## src/rtl/pipe_ctrl.sv

```systemverilog
// Pipeline sequencing controller: branch redirect/flush, RAW-hazard stalls, halt/drain/resume.
// Define PIPE_CTRL_FORWARD_EN to enable operand forwarding with load-use-only stalls.
module pipe_ctrl #(
    parameter int ARQ   = 16,
    parameter int RADDR = 4,
    parameter int PCW   = 13
) (
    input  logic             clk,
    input  logic             rst,
    input  logic [RADDR-1:0] id_rs1,
    input  logic [RADDR-1:0] id_rs2,
    input  logic             id_use_rs1,
    input  logic             id_use_rs2,
    input  logic [RADDR-1:0] ex_rd,
    input  logic             ex_wr,
    input  logic             ex_is_load,
    input  logic [RADDR-1:0] mem_rd,
    input  logic             mem_wr,
    input  logic             branch_taken,
    input  logic [PCW-1:0]   jaddr,
    input  logic             halt_req,
    input  logic             resume,
    output logic             pc_en,
    output logic             pc_load,
    output logic [PCW-1:0]   pc_target,
    output logic             if_id_en,
    output logic             if_id_flush,
    output logic             id_ex_flush,
    output logic [1:0]       fwd_a,
    output logic [1:0]       fwd_b,
    output logic             halted,
    output logic [ARQ-1:0]   stall_cnt
);

    typedef enum logic [1:0] {RUN, DRAIN, HALTED} state_t;

    state_t     state;
    logic [1:0] dcnt;
    logic       ex_match, mem_match, hz, stall;
    logic [1:0] fwd_a_sel, fwd_b_sel;

    assign ex_match  = (id_use_rs1 && id_rs1 == ex_rd)  || (id_use_rs2 && id_rs2 == ex_rd);
    assign mem_match = (id_use_rs1 && id_rs1 == mem_rd) || (id_use_rs2 && id_rs2 == mem_rd);

`ifdef PIPE_CTRL_FORWARD_EN
    assign hz = ex_wr && ex_is_load && ex_match;

    // EX producer is younger than MEM, so its value wins
    always_comb begin
        fwd_a_sel = 2'b00;
        fwd_b_sel = 2'b00;
        if (id_use_rs1) begin
            if (ex_wr && ex_rd == id_rs1)
                fwd_a_sel = 2'b01;
            else if (mem_wr && mem_rd == id_rs1)
                fwd_a_sel = 2'b10;
        end
        if (id_use_rs2) begin
            if (ex_wr && ex_rd == id_rs2)
                fwd_b_sel = 2'b01;
            else if (mem_wr && mem_rd == id_rs2)
                fwd_b_sel = 2'b10;
        end
    end
`else
    logic unused_load;
    assign unused_load = ex_is_load;
    assign hz          = (ex_wr && ex_match) || (mem_wr && mem_match);
    assign fwd_a_sel   = 2'b00;
    assign fwd_b_sel   = 2'b00;
`endif

    assign stall = (state == RUN) && !branch_taken && !halt_req && hz;

    always_comb begin
        pc_en       = 1'b0;
        pc_load     = 1'b0;
        pc_target   = '0;
        if_id_en    = 1'b0;
        if_id_flush = 1'b1;
        id_ex_flush = 1'b1;
        fwd_a       = 2'b00;
        fwd_b       = 2'b00;
        if (!rst) begin
            fwd_a       = fwd_a_sel;
            fwd_b       = fwd_b_sel;
            if_id_flush = 1'b0;
            if (branch_taken) begin
                pc_load     = 1'b1;
                pc_target   = jaddr;
                if_id_flush = 1'b1;
            end else if (state == RUN && !halt_req && !hz) begin
                pc_en       = 1'b1;
                if_id_en    = 1'b1;
                id_ex_flush = 1'b0;
            end
        end
    end

    // Drain lets the three older instructions leave EX/MEM/WB before reporting halted
    always_ff @(posedge clk) begin
        if (rst) begin
            state     <= RUN;
            dcnt      <= 2'd0;
            halted    <= 1'b0;
            stall_cnt <= '0;
        end else begin
            case (state)
                RUN: begin
                    if (halt_req) begin
                        state <= DRAIN;
                        dcnt  <= 2'd0;
                    end
                    if (stall && stall_cnt != '1)
                        stall_cnt <= stall_cnt + 1'b1;
                end
                DRAIN: begin
                    dcnt <= dcnt + 2'd1;
                    if (dcnt == 2'd2) begin
                        state  <= HALTED;
                        halted <= 1'b1;
                    end
                end
                HALTED: begin
                    if (resume) begin
                        state  <= RUN;
                        halted <= 1'b0;
                    end
                end
                default: state <= RUN;
            endcase
        end
    end

endmodule

```

## config.mk

```make
export PLATFORM = sky130hd
export DESIGN_NAME = pipe_ctrl
export DESIGN_NICKNAME = d
export VERILOG_FILES = /design/src/rtl/pipe_ctrl.sv
export SDC_FILE = /design/constraint.sdc
export NUM_CORES = 1
export LEC_CHECK = 0
export BUFFER_PORTS_ARGS = -buffer_cell sky130_fd_sc_hd__buf_2
export CELL_PAD_IN_SITES_DETAIL_PLACEMENT = 1
export CELL_PAD_IN_SITES_GLOBAL_PLACEMENT = 2
export CORE_MARGIN = 1.5
export CORE_UTILIZATION = 24
export CTS_CLUSTER_SIZE = 20
export DETAILED_ROUTE_END_ITERATION = 8
export PLACE_DENSITY_LB_ADDON = 0.3
export REMOVE_ABC_BUFFERS = 1
export SYNTH_ARGS = -nofsm -noshare
export SYNTH_HDL_FRONTEND = slang
export SYNTH_SLANG_ARGS = --single-unit
```

## constraint.sdc

```tcl
create_clock -name clk -period 2.5 [get_ports clk]
set_input_delay 0.25 -clock clk [delete_from_list [all_inputs] [get_ports clk]]
set_output_delay 0.25 -clock clk [all_outputs]
set_load 0.01 [all_outputs]
```

==> flow_summary.toml, run 1 <==
[status]
outcome = "complete, no violations"

[drt]
drt_iter0_markers = 62
dr_total_vias = 1502
drt_pass1_iterations = 4
wl_mm = 4.20
ant_nets = 0
drc = 0
avgViaCountPerCell = 4.65
routedWlPerCell_um = 13.0

[timing]
worst_pin_slew_ns = 0.674
hold_violations = 0
skew_ns = 0.0105
period_share_pct = 80.1
drv_slew = 0
fin_ws_ns = 0.498
tns_ns = 0
rsz0062_at_grt = "false"
max_slew_margin_pct = 55.0
fmax_ghz = 0.500
setup_viol = 0
period_minus_slack_ns = 2.00

[placement]
port_buffers = 72
routabilityCongestion = 0.705
dp_slack_ns = 0.498
dp_hpwl_mm = 3.26

[layout]
nFillCells = 747
n_antenna_cell = 0
layout_common_cells = "buf_2 (72), dfxtp_1 (21), and2_1 (16), a21oi_1 (16), xor2_1 (12)"
mostFrequentLayoutCell = "buf_2"
nNetsFinal = 290
layout-area-overhead-vs-synth_pct = 29.6
drive_gt1_share_pct = 35.9

[cts]
cts_hold_buffers = 0
path_clk_slew_ns = 0.09
clock_latency_ns = 0.27
htreeDepth = 1
post_cts.repair.setup_buffers = 0
clock_path_buffers = 2
cts_made_buffers = 3
cts_tree = "done"
cts_resized = 0
root_buffer = "clkbuf_8"
cts.sinks = 21

[grt]
grt_pass1_vias = 1498
overflow = 0
grt_pass1_wl_mm = 6.82
antenna_found_initial = 0
grt_max_degree = 30
grt_usage_pct = 12.9

[worst_setup_path]
path_buf_inv = 1
crit-reg2reg-launch = "stall_cnt[0]"
ff2ff_setup_slack_ns = 0.50
critPathMaxStageDelay_ns = 0.39
crit_start = "stall_cnt[0]"
cpMaxStageDelayCell = "dfxtp_1"
endpoint_kind = "flop"
path_depth = 7
path_class = "reg2reg"
critPathMaxFanout = 5
cpLargestDelayFamily = "simple AND/OR/NAND/NOR gates"
cp-start-kind = "flop"
r2r_cells = 7
crit_chain = "ha_1 -> and2_1 -> nor4b_2 -> buf_4 -> nand2_1 -> nor4_1 -> mux2_2"
critPathCapture = "stall_cnt[12]"
cp.required_ns = 2.67
crit_arrival_ns = 2.17
reg2reg_to = "stall_cnt[12]"

[floorplan]
boundaryPins = 78
fp-row-count = 28
die-height_um = 81.1
die_area_sq_um = 6570
core_sq_um = 5890
start_util_pct = 24.9
die_x_um = 81.1

[synth]
synth-edff-count = 0
ys_ff_latch = 21
synth_area_sq_um = 1460
synthCells = 181
ys_seq_area_share_pct = 28.7
synthFlopType = "dfxtp_1"
ys_types = 36
yosys_warnings = 0
avgSynthCellArea_sq_um = 8.08
async_flop_share_pct = 0

[pwr]
p_per_area_nw_per_um2 = 373
irDropWorstVdd_uv = 189
p_leak_nw = 0.838

[job]
cap_violations = 0

[hold_path]
hold_class = "in2reg"
[worst min path at each step]
| stage | from | to | slack, ns | cells past startpoint |
|---|---|---|---|---|
| 5_1_grt | resume | halted | 0.33 | 4 |
| 4_1_cts | resume | halted | 0.31 | 4 |
| 2_1_floorplan | rst | dcnt[0] | 0.32 | 1 |
| 6_report | resume | halted | 0.31 | 4 |
| 3_5_place_dp | dcnt[0] | dcnt[0] | 0.47 | 2 |
| 3_3_place_gp | dcnt[0] | dcnt[0] | 0.46 | 2 |
[area by class of cell]
cell class	instances	area [sq um]	area share, %
Timing Repair Buffer	74	375	19.8
Sequential cell	21	420	22.2
Tap cell	75	93.8	4.95
Clock inverter	1	5.00	0.264
Clock buffer	3	41.3	2.18
Inverter	5	18.8	0.990
Multi-Input combinational cell	144	941	49.6
[sequential cells by signal (all words and copies together), names as in the netlist]
signal / cells
halted: 1
stall_cnt: 16
state: 2
dcnt: 2
[Yosys cell counts, types with 2 or more instances]
| cell type | instances | area, sq um |
|---|---|---|
| and4_1 | 2 | 17.5 |
| nor2b_1 | 4 | 25.0 |
| and4_4 | 3 | 33.8 |
| or3_1 | 8 | 50.1 |
| buf_4 | 5 | 37.5 |
| nand4_1 | 8 | 50.1 |
| mux2_2 | 3 | 33.8 |
| and2_1 | 16 | 100 |
| nand2b_1 | 3 | 18.8 |
| xnor2_1 | 4 | 35.0 |
| xor2_1 | 12 | 105 |
| buf_6 | 3 | 33.8 |
| or4_1 | 4 | 30.0 |
| nand2_1 | 2 | 7.51 |
| inv_1 | 5 | 18.8 |
| mux2i_1 | 2 | 20.0 |
| ha_1 | 2 | 25.0 |
| dfxtp_1 | 21 | 420 |
| o31ai_1 | 4 | 30.0 |
| nand3_1 | 11 | 55.1 |
| nor2_1 | 10 | 37.5 |
| a21oi_1 | 16 | 80.1 |
| nor3_1 | 7 | 35.0 |
| o21ai_0 | 10 | 50.1 |
| clkbuf_1 | 5 | 18.8 |
[cell families (layout without fill, tap and decap cells)]
logic type,Yosys count,count (layout),share of synthesized area [%]
AND/OR/NAND/NOR,86,86,37.0
AO/OA/AOI/OAI,31,31,11.4
flip-flops,21,21,28.7
buffers and inverters,19,83,7.70
XOR/XNOR,16,16,9.58
multiplexers,5,5,3.68
adder cells (fa/ha/maj),2,2,1.71
other,1,4,0.256
[where the power goes]
part | leakage, nW | switching, W | internal [W]
registers | 0.170 | 0.00000601 | 0.000338
clock network | 0.0255 | 0.000121 | 0.000111
logic | 0.643 | 0.0000709 | 0.0000594
total | 0.838 | 0.000198 | 0.000509
[metal layers]
metal	GRT usage, %	wire (um)	up-vias
li1	-	-	766
met1	16.4	1920	713
met2	23.3	2160	19
met3	2.02	100	4
met4	2.07	26	0
met5	0	0	-
[tightest hold or removal path, delay by kind of cell]
| kind | cells | cell delay, ns |
|---|---|---|
| buffers and inverters | 1 | 0.10 |
| AOI/OAI and AO/OA | 1 | 0.06 |
| and+or+nand+nor | 2 | 0.13 |
[metrics by stage]
stage / std cells / instance area (sq um) / hold slack (ns) / total power (W) / utilization, %
after global routing: 323 / 1900 / 0.331 / 0.000752 / 32.2
after detailed placement: 319 / 1850 / 0.474 / 0.000484 / 31.4
after CTS: 323 / 1900 / 0.312 / 0.000721 / 32.2
after floorplan: 170 / 1380 / 0.319 / 0.000414 / -
after global placement: 319 / 1850 / 0.462 / 0.000483 / 31.4
final: 323 / 1900 / 0.314 / 0.000707 / 32.2
Note: power is estimated with default switching activity, not from simulation.
==> run 2: changes to the inputs <==
--- a/config.mk
+++ b/config.mk
@@ -9,7 +9,7 @@
 export CELL_PAD_IN_SITES_DETAIL_PLACEMENT = 1
 export CELL_PAD_IN_SITES_GLOBAL_PLACEMENT = 2
 export CORE_MARGIN = 1.5
-export CORE_UTILIZATION = 24
+export CORE_UTILIZATION = 21
 export CTS_CLUSTER_SIZE = 20
 export DETAILED_ROUTE_END_ITERATION = 8
 export PLACE_DENSITY_LB_ADDON = 0.3
==> constraint.sdc (replaced) <==
create_clock -name clk -period 1.6 [get_ports clk]
set_input_delay 0.16 -clock clk [delete_from_list [all_inputs] [get_ports clk]]
set_output_delay 0.16 -clock clk [all_outputs]
set_load 0.01 [all_outputs]
==> run 2 against run 1 <==
The run now ends with setup timing left; clock power increased by 56%; setup slack got worse by 0.62 ns; count of clock-buffer cells in the layout increased by 1; via count increased by 17%; first-iteration DRC count decreased by 48%; global-route usage increased by 0.084 points; critical path type unchanged.
==> flow_summary.toml, run 2 (synthesized netlist as in run 1, its figures left out) <==
[status]
outcome = "finished with violations"
violations = "setup timing"

[worst_setup_path]
reg2reg_to = "stall_cnt[10]"
cp.required_ns = 1.80
crit_arrival_ns = 1.92
ff2ff_setup_slack_ns = -0.12
crit_start = "stall_cnt[1]"
crit-reg2reg-launch = "stall_cnt[1]"
endpoint_kind = "flop"
critPathMaxFanout = 5
critPathCapture = "stall_cnt[10]"
r2r_cells = 8
path_class = "reg2reg"
cp-start-kind = "flop"

[grt]
grt_pass1_wl_mm = 7.78
grt_pass1_vias = 1710
grt_max_degree = 15
overflow = 0
grt_usage_pct = 13.0
antenna_found_initial = 0

[layout]
nNetsFinal = 347
top_regs = "stall_cnt x16, dcnt x2, state x2"
nFillCells = 831
top_register = "stall_cnt"
finalNonFillerCells = 385
largest_reg_flops = 16
drive_gt1_share_pct = 58.7
mostFrequentLayoutCell = "buf_2"
layout-area-overhead-vs-synth_pct = 75.6
layout_common_cells = "buf_2 (69), buf_4 (52), and2_1 (14), dfxtp_1 (14), a21oi_1 (13)"
n_antenna_cell = 0

[cts]
path_clk_slew_ns = 0.08
cts_tree = "done"
clock_latency_ns = 0.26
cts_made_buffers = 3
root_buffer = "clkbuf_8"
clock_path_buffers = 2
htreeDepth = 1
cts.sinks = 21

[placement]
dp_hpwl_mm = 3.84
placed_cells_incl_taps = 364
routabilityCongestion = 0.738
port_buffers = 72

[floorplan]
start_util_pct = 21.6
die_area_sq_um = 7470
fp-row-count = 30
boundaryPins = 78
die-height_um = 86.5
die_x_um = 86.5
core_sq_um = 6760

[drt]
routedWlPerCell_um = 12.9
drt_iter0_markers = 32
drc = 0
dr_total_vias = 1758
ant_nets = 0
avgViaCountPerCell = 4.57
drt_pass1_iterations = 3
wl_mm = 4.98

[pwr]
irDropWorstVdd_uv = 219
seqPwrFrac_pct = 44.5
p_leak_nw = 1.19
switchingPower_w = 0.000339
pwr-share-comb_pct = 25.2
netSwitchingFraction_pct = 28.2
p_per_area_nw_per_um2 = 467
power.share.clock_pct = 30.3
intPower_w = 0.000862

[timing]
skew_ns = 0.00264
rsz0062_at_grt = "true"
fmax_ghz = 0.582
setup_viol = 13
drv_slew = 0
hold_violations = 0
period_minus_slack_ns = 1.72
tns_ns = -0.829
period_share_pct = 107
fin_ws_ns = -0.117

[job]
cap_violations = 0

[hold_path]
hold_class = "in2reg"
-- run 2: metal layers --
metal / wire (um) / share of wire [%] / vias to the layer above / track usage, %
met4: 58 / 1.2 / 0 / 3.96
met1: 2190 / 44 / 798 / 15.5
met5: 0 / 0 / - / 0
met3: 395 / 7.9 / 6 / 3.24
li1: - / - / 883 / -
met2: 2340 / 47 / 71 / 22.9
-- run 2: layout make-up --
class                   count  area [sq um]  share of cell area, %
multi-input cells         144          1130                   43.9
repair buffers            131           848                   33.0
well taps                  80           100                   3.90
flip-flops and latches     21           429                   16.7
inverters                   5          18.8                  0.731
clock buffers               4          45.0                   1.75
-- run 2: repair_timing --
action / in CTS / in global routing
pin swaps: 28 / 18
resized for setup: 38 / 22
setup buffers: 13 / 4
hold buffers: 0 / 0
setup endpoints to repair: 18 / 18
-- run 2: critical path, stage by stage (launching register included) --
cell,delay [ns]
dfxtp_2,0.36
ha_4,0.13
and2_4,0.14
nor4b_4,0.17
buf_4,0.17
buf_4,0.10
nand4_1,0.11
or3_1,0.33
a21oi_1,0.13
-- run 2: how the worst min path moves through the flow --
stage | slack (ns) | endpoint | startpoint | depth (start not counted)
3_3_place_gp | 0.46 | dcnt[0] | dcnt[0] | 2
4_1_cts | 0.23 | halted | resume | 4
6_report | 0.23 | halted | resume | 4
2_1_floorplan | 0.23 | dcnt[0] | rst | 1
3_5_place_dp | 0.47 | dcnt[1] | dcnt[1] | 2
5_1_grt | 0.24 | halted | resume | 4
-- run 2: metrics by stage --
stage | hold WS [ns] | utilization (%) | area [sq um] | total power, W | setup slack (ns)
global route | 0.244 | 38.0 | 2570 | 0.00126 | -0.226
CTS | 0.229 | 36.2 | 2440 | 0.00119 | -0.0880
global placement | 0.460 | 31.9 | 2160 | 0.000789 | -0.237
floorplan | 0.229 | - | 1380 | 0.000647 | -0.261
detailed placement | 0.475 | 31.9 | 2160 | 0.000795 | -0.322
finish | 0.225 | 38.0 | 2570 | 0.00120 | -0.117
-- run 2: power by group through the flow --
stage	clock [W]	sequential (W)	combinational, W
6_report	0.000364	0.000534	0.000303
5_1_grt	0.000389	0.000535	0.000332
4_1_cts	0.000373	0.000534	0.000284
3_5_place_dp	0	0.000546	0.000249
3_3_place_gp	0	0.000546	0.000244
2_1_floorplan	0	0.000549	0.0000973
==> run 3: changes to the inputs <==
--- a/config.mk
+++ b/config.mk
@@ -12,7 +12,7 @@
 export CORE_UTILIZATION = 21
 export CTS_CLUSTER_SIZE = 20
 export DETAILED_ROUTE_END_ITERATION = 8
-export PLACE_DENSITY_LB_ADDON = 0.3
+export PLACE_DENSITY_LB_ADDON = 0.1
 export REMOVE_ABC_BUFFERS = 1
 export SYNTH_ARGS = -nofsm -noshare
 export SYNTH_HDL_FRONTEND = slang
==> run 3 against run 2 <==
Utilization decreased by 0.22 points; count of clock-buffer cells in the layout unchanged; register-to-register slack got worse by 0.07 ns; the flow still finishes with violations (setup timing); hold slack is essentially flat; flip-flop and latch count stayed put; critical endpoint is now stall_cnt[6]; sequential share of layout area rose by 0.25 points.
==> flow_summary.toml, run 3 (synthesized netlist as in run 1, its figures left out) <==
[layout]
mostFrequentLayoutCell = "buf_2"
largest_reg_flops = 16
top_regs = "stall_cnt x16, dcnt x2, state x2"
layout-area-overhead-vs-synth_pct = 74.6
top_register = "stall_cnt"
n_antenna_cell = 0
drive_gt1_share_pct = 59.1
finalNonFillerCells = 378
layout_common_cells = "buf_2 (72), buf_4 (44), and2_1 (14)"
nFillCells = 834
nNetsFinal = 340

[grt]
grt_pass1_wl_mm = 7.99
antenna_found_initial = 0
grt_usage_pct = 13.3
overflow = 0
grt_pass1_vias = 1654
grt_max_degree = 28

[floorplan]
fp-row-count = 30
die_area_sq_um = 7470
die_x_um = 86.5
core_sq_um = 6760
boundaryPins = 78
start_util_pct = 21.6
die-height_um = 86.5

[cts]
clock_latency_ns = 0.26
cts_tree = "done"
path_clk_slew_ns = 0.09
cts_hold_buffers = 0
cts_made_buffers = 3
root_buffer = "clkbuf_8"
clock_path_buffers = 2
htreeDepth = 1
cts.sinks = 21

[drt]
routedWlPerCell_um = 13.4
drt_pass1_iterations = 4
ant_nets = 0
avgViaCountPerCell = 4.52
dr_total_vias = 1707
wl_mm = 5.07
drt_iter0_markers = 22
drc = 0

[timing]
skew_ns = 0.00854
period_minus_slack_ns = 1.79
hold_violations = 0
drv_slew = 0
period_share_pct = 112
setup_viol = 13
rsz0062_at_grt = "true"
tns_ns = -1.28
fin_ws_ns = -0.186
fmax_ghz = 0.560

[pwr]
switchingPower_w = 0.000328
netSwitchingFraction_pct = 28.1
p_leak_nw = 1.17
p_per_area_nw_per_um2 = 457
power.share.clock_pct = 31.2
irDropWorstVdd_uv = 257
pwr-share-comb_pct = 23.0
seqPwrFrac_pct = 45.8
intPower_w = 0.000838

[status]
outcome = "finished with violations"
violations = "setup timing"

[worst_setup_path]
crit_arrival_ns = 1.99
cp.required_ns = 1.80
critPathMaxFanout = 5
path_class = "reg2reg"
endpoint_kind = "flop"
cp-start-kind = "flop"

[hold_path]
hold_class = "in2reg"

[placement]
dp_hpwl_mm = 3.86
port_buffers = 72
placed_cells_incl_taps = 362
routabilityCongestion = 0.709

[job]
cap_violations = 0
[run 3: stage by stage]
stage	total power, W	util (%)	hold slack, ns	area (sq um)	worst slack [ns]
finish	0.00117	37.8	0.225	2550	-0.186
global placement	0.000791	31.9	0.463	2150	-0.250
floorplan	0.000647	-	0.229	1380	-0.261
detailed placement	0.000793	31.9	0.470	2150	-0.298
CTS	0.00118	34.9	0.222	2360	-0.148
global route	0.00124	37.8	0.227	2550	-0.256
[run 3: power groups by stage]
stage | combinational, W | clock, W | sequential (W)
after floorplan | 0.0000973 | 0 | 0.000549
after global placement | 0.000245 | 0 | 0.000546
after detailed placement | 0.000247 | 0 | 0.000546
after CTS | 0.000262 | 0.000380 | 0.000534
after global routing | 0.000297 | 0.000404 | 0.000535
final | 0.000268 | 0.000364 | 0.000534
[run 3: worst paths after layout]
kind | start | cells after the start | to | slack, ns
min | resume | 4 | state[1] | 0.23
max | stall_cnt[0] | 7 | stall_cnt[6] | -0.19
min reg2reg | dcnt[0] | 2 | dcnt[0] | 0.48
max reg2reg | stall_cnt[0] | 7 | stall_cnt[6] | -0.19
[run 3: area by class of cell]
type	instances	area [sq um]	area share (%)
Inverter	5	18.8	0.735
Sequential cell	21	433	17.0
Multi-Input combinational cell	144	1150	45.0
Timing Repair Buffer	124	807	31.6
Clock buffer	4	45.0	1.76
Tap cell	80	100	3.92
[run 3: repair_timing]
item                                    4_1_cts  5_1_grt
gates cloned                                  0        0
setup buffers                                 3        9
hold endpoints to repair                      0        0
endpoints found under the setup margin       16       19
pin swaps                                    24        6
gates resized for setup                      35       25
[run 3: per-layer routing]
metal / GRT usage, % / vias up / part of all wire, % / routed length [um]
met5: 0 / - / 0 / 0
met4: 1.76 / 0 / 0.20 / 10
met3: 2.48 / 2 / 3.0 / 150
met2: 22.9 / 33 / 50 / 2550
met1: 17.8 / 802 / 46 / 2350
li1: - / 870 / - / -
[run 3: worst max-delay path, cell delays in order (launching register included)]
cell and delay, ns:
dfxtp_2 0.36, ha_4 0.14, and2_4 0.17, nor4b_4 0.24, buf_6 0.17, nand4_1 0.10
or4_4 0.43, a21oi_2 0.12
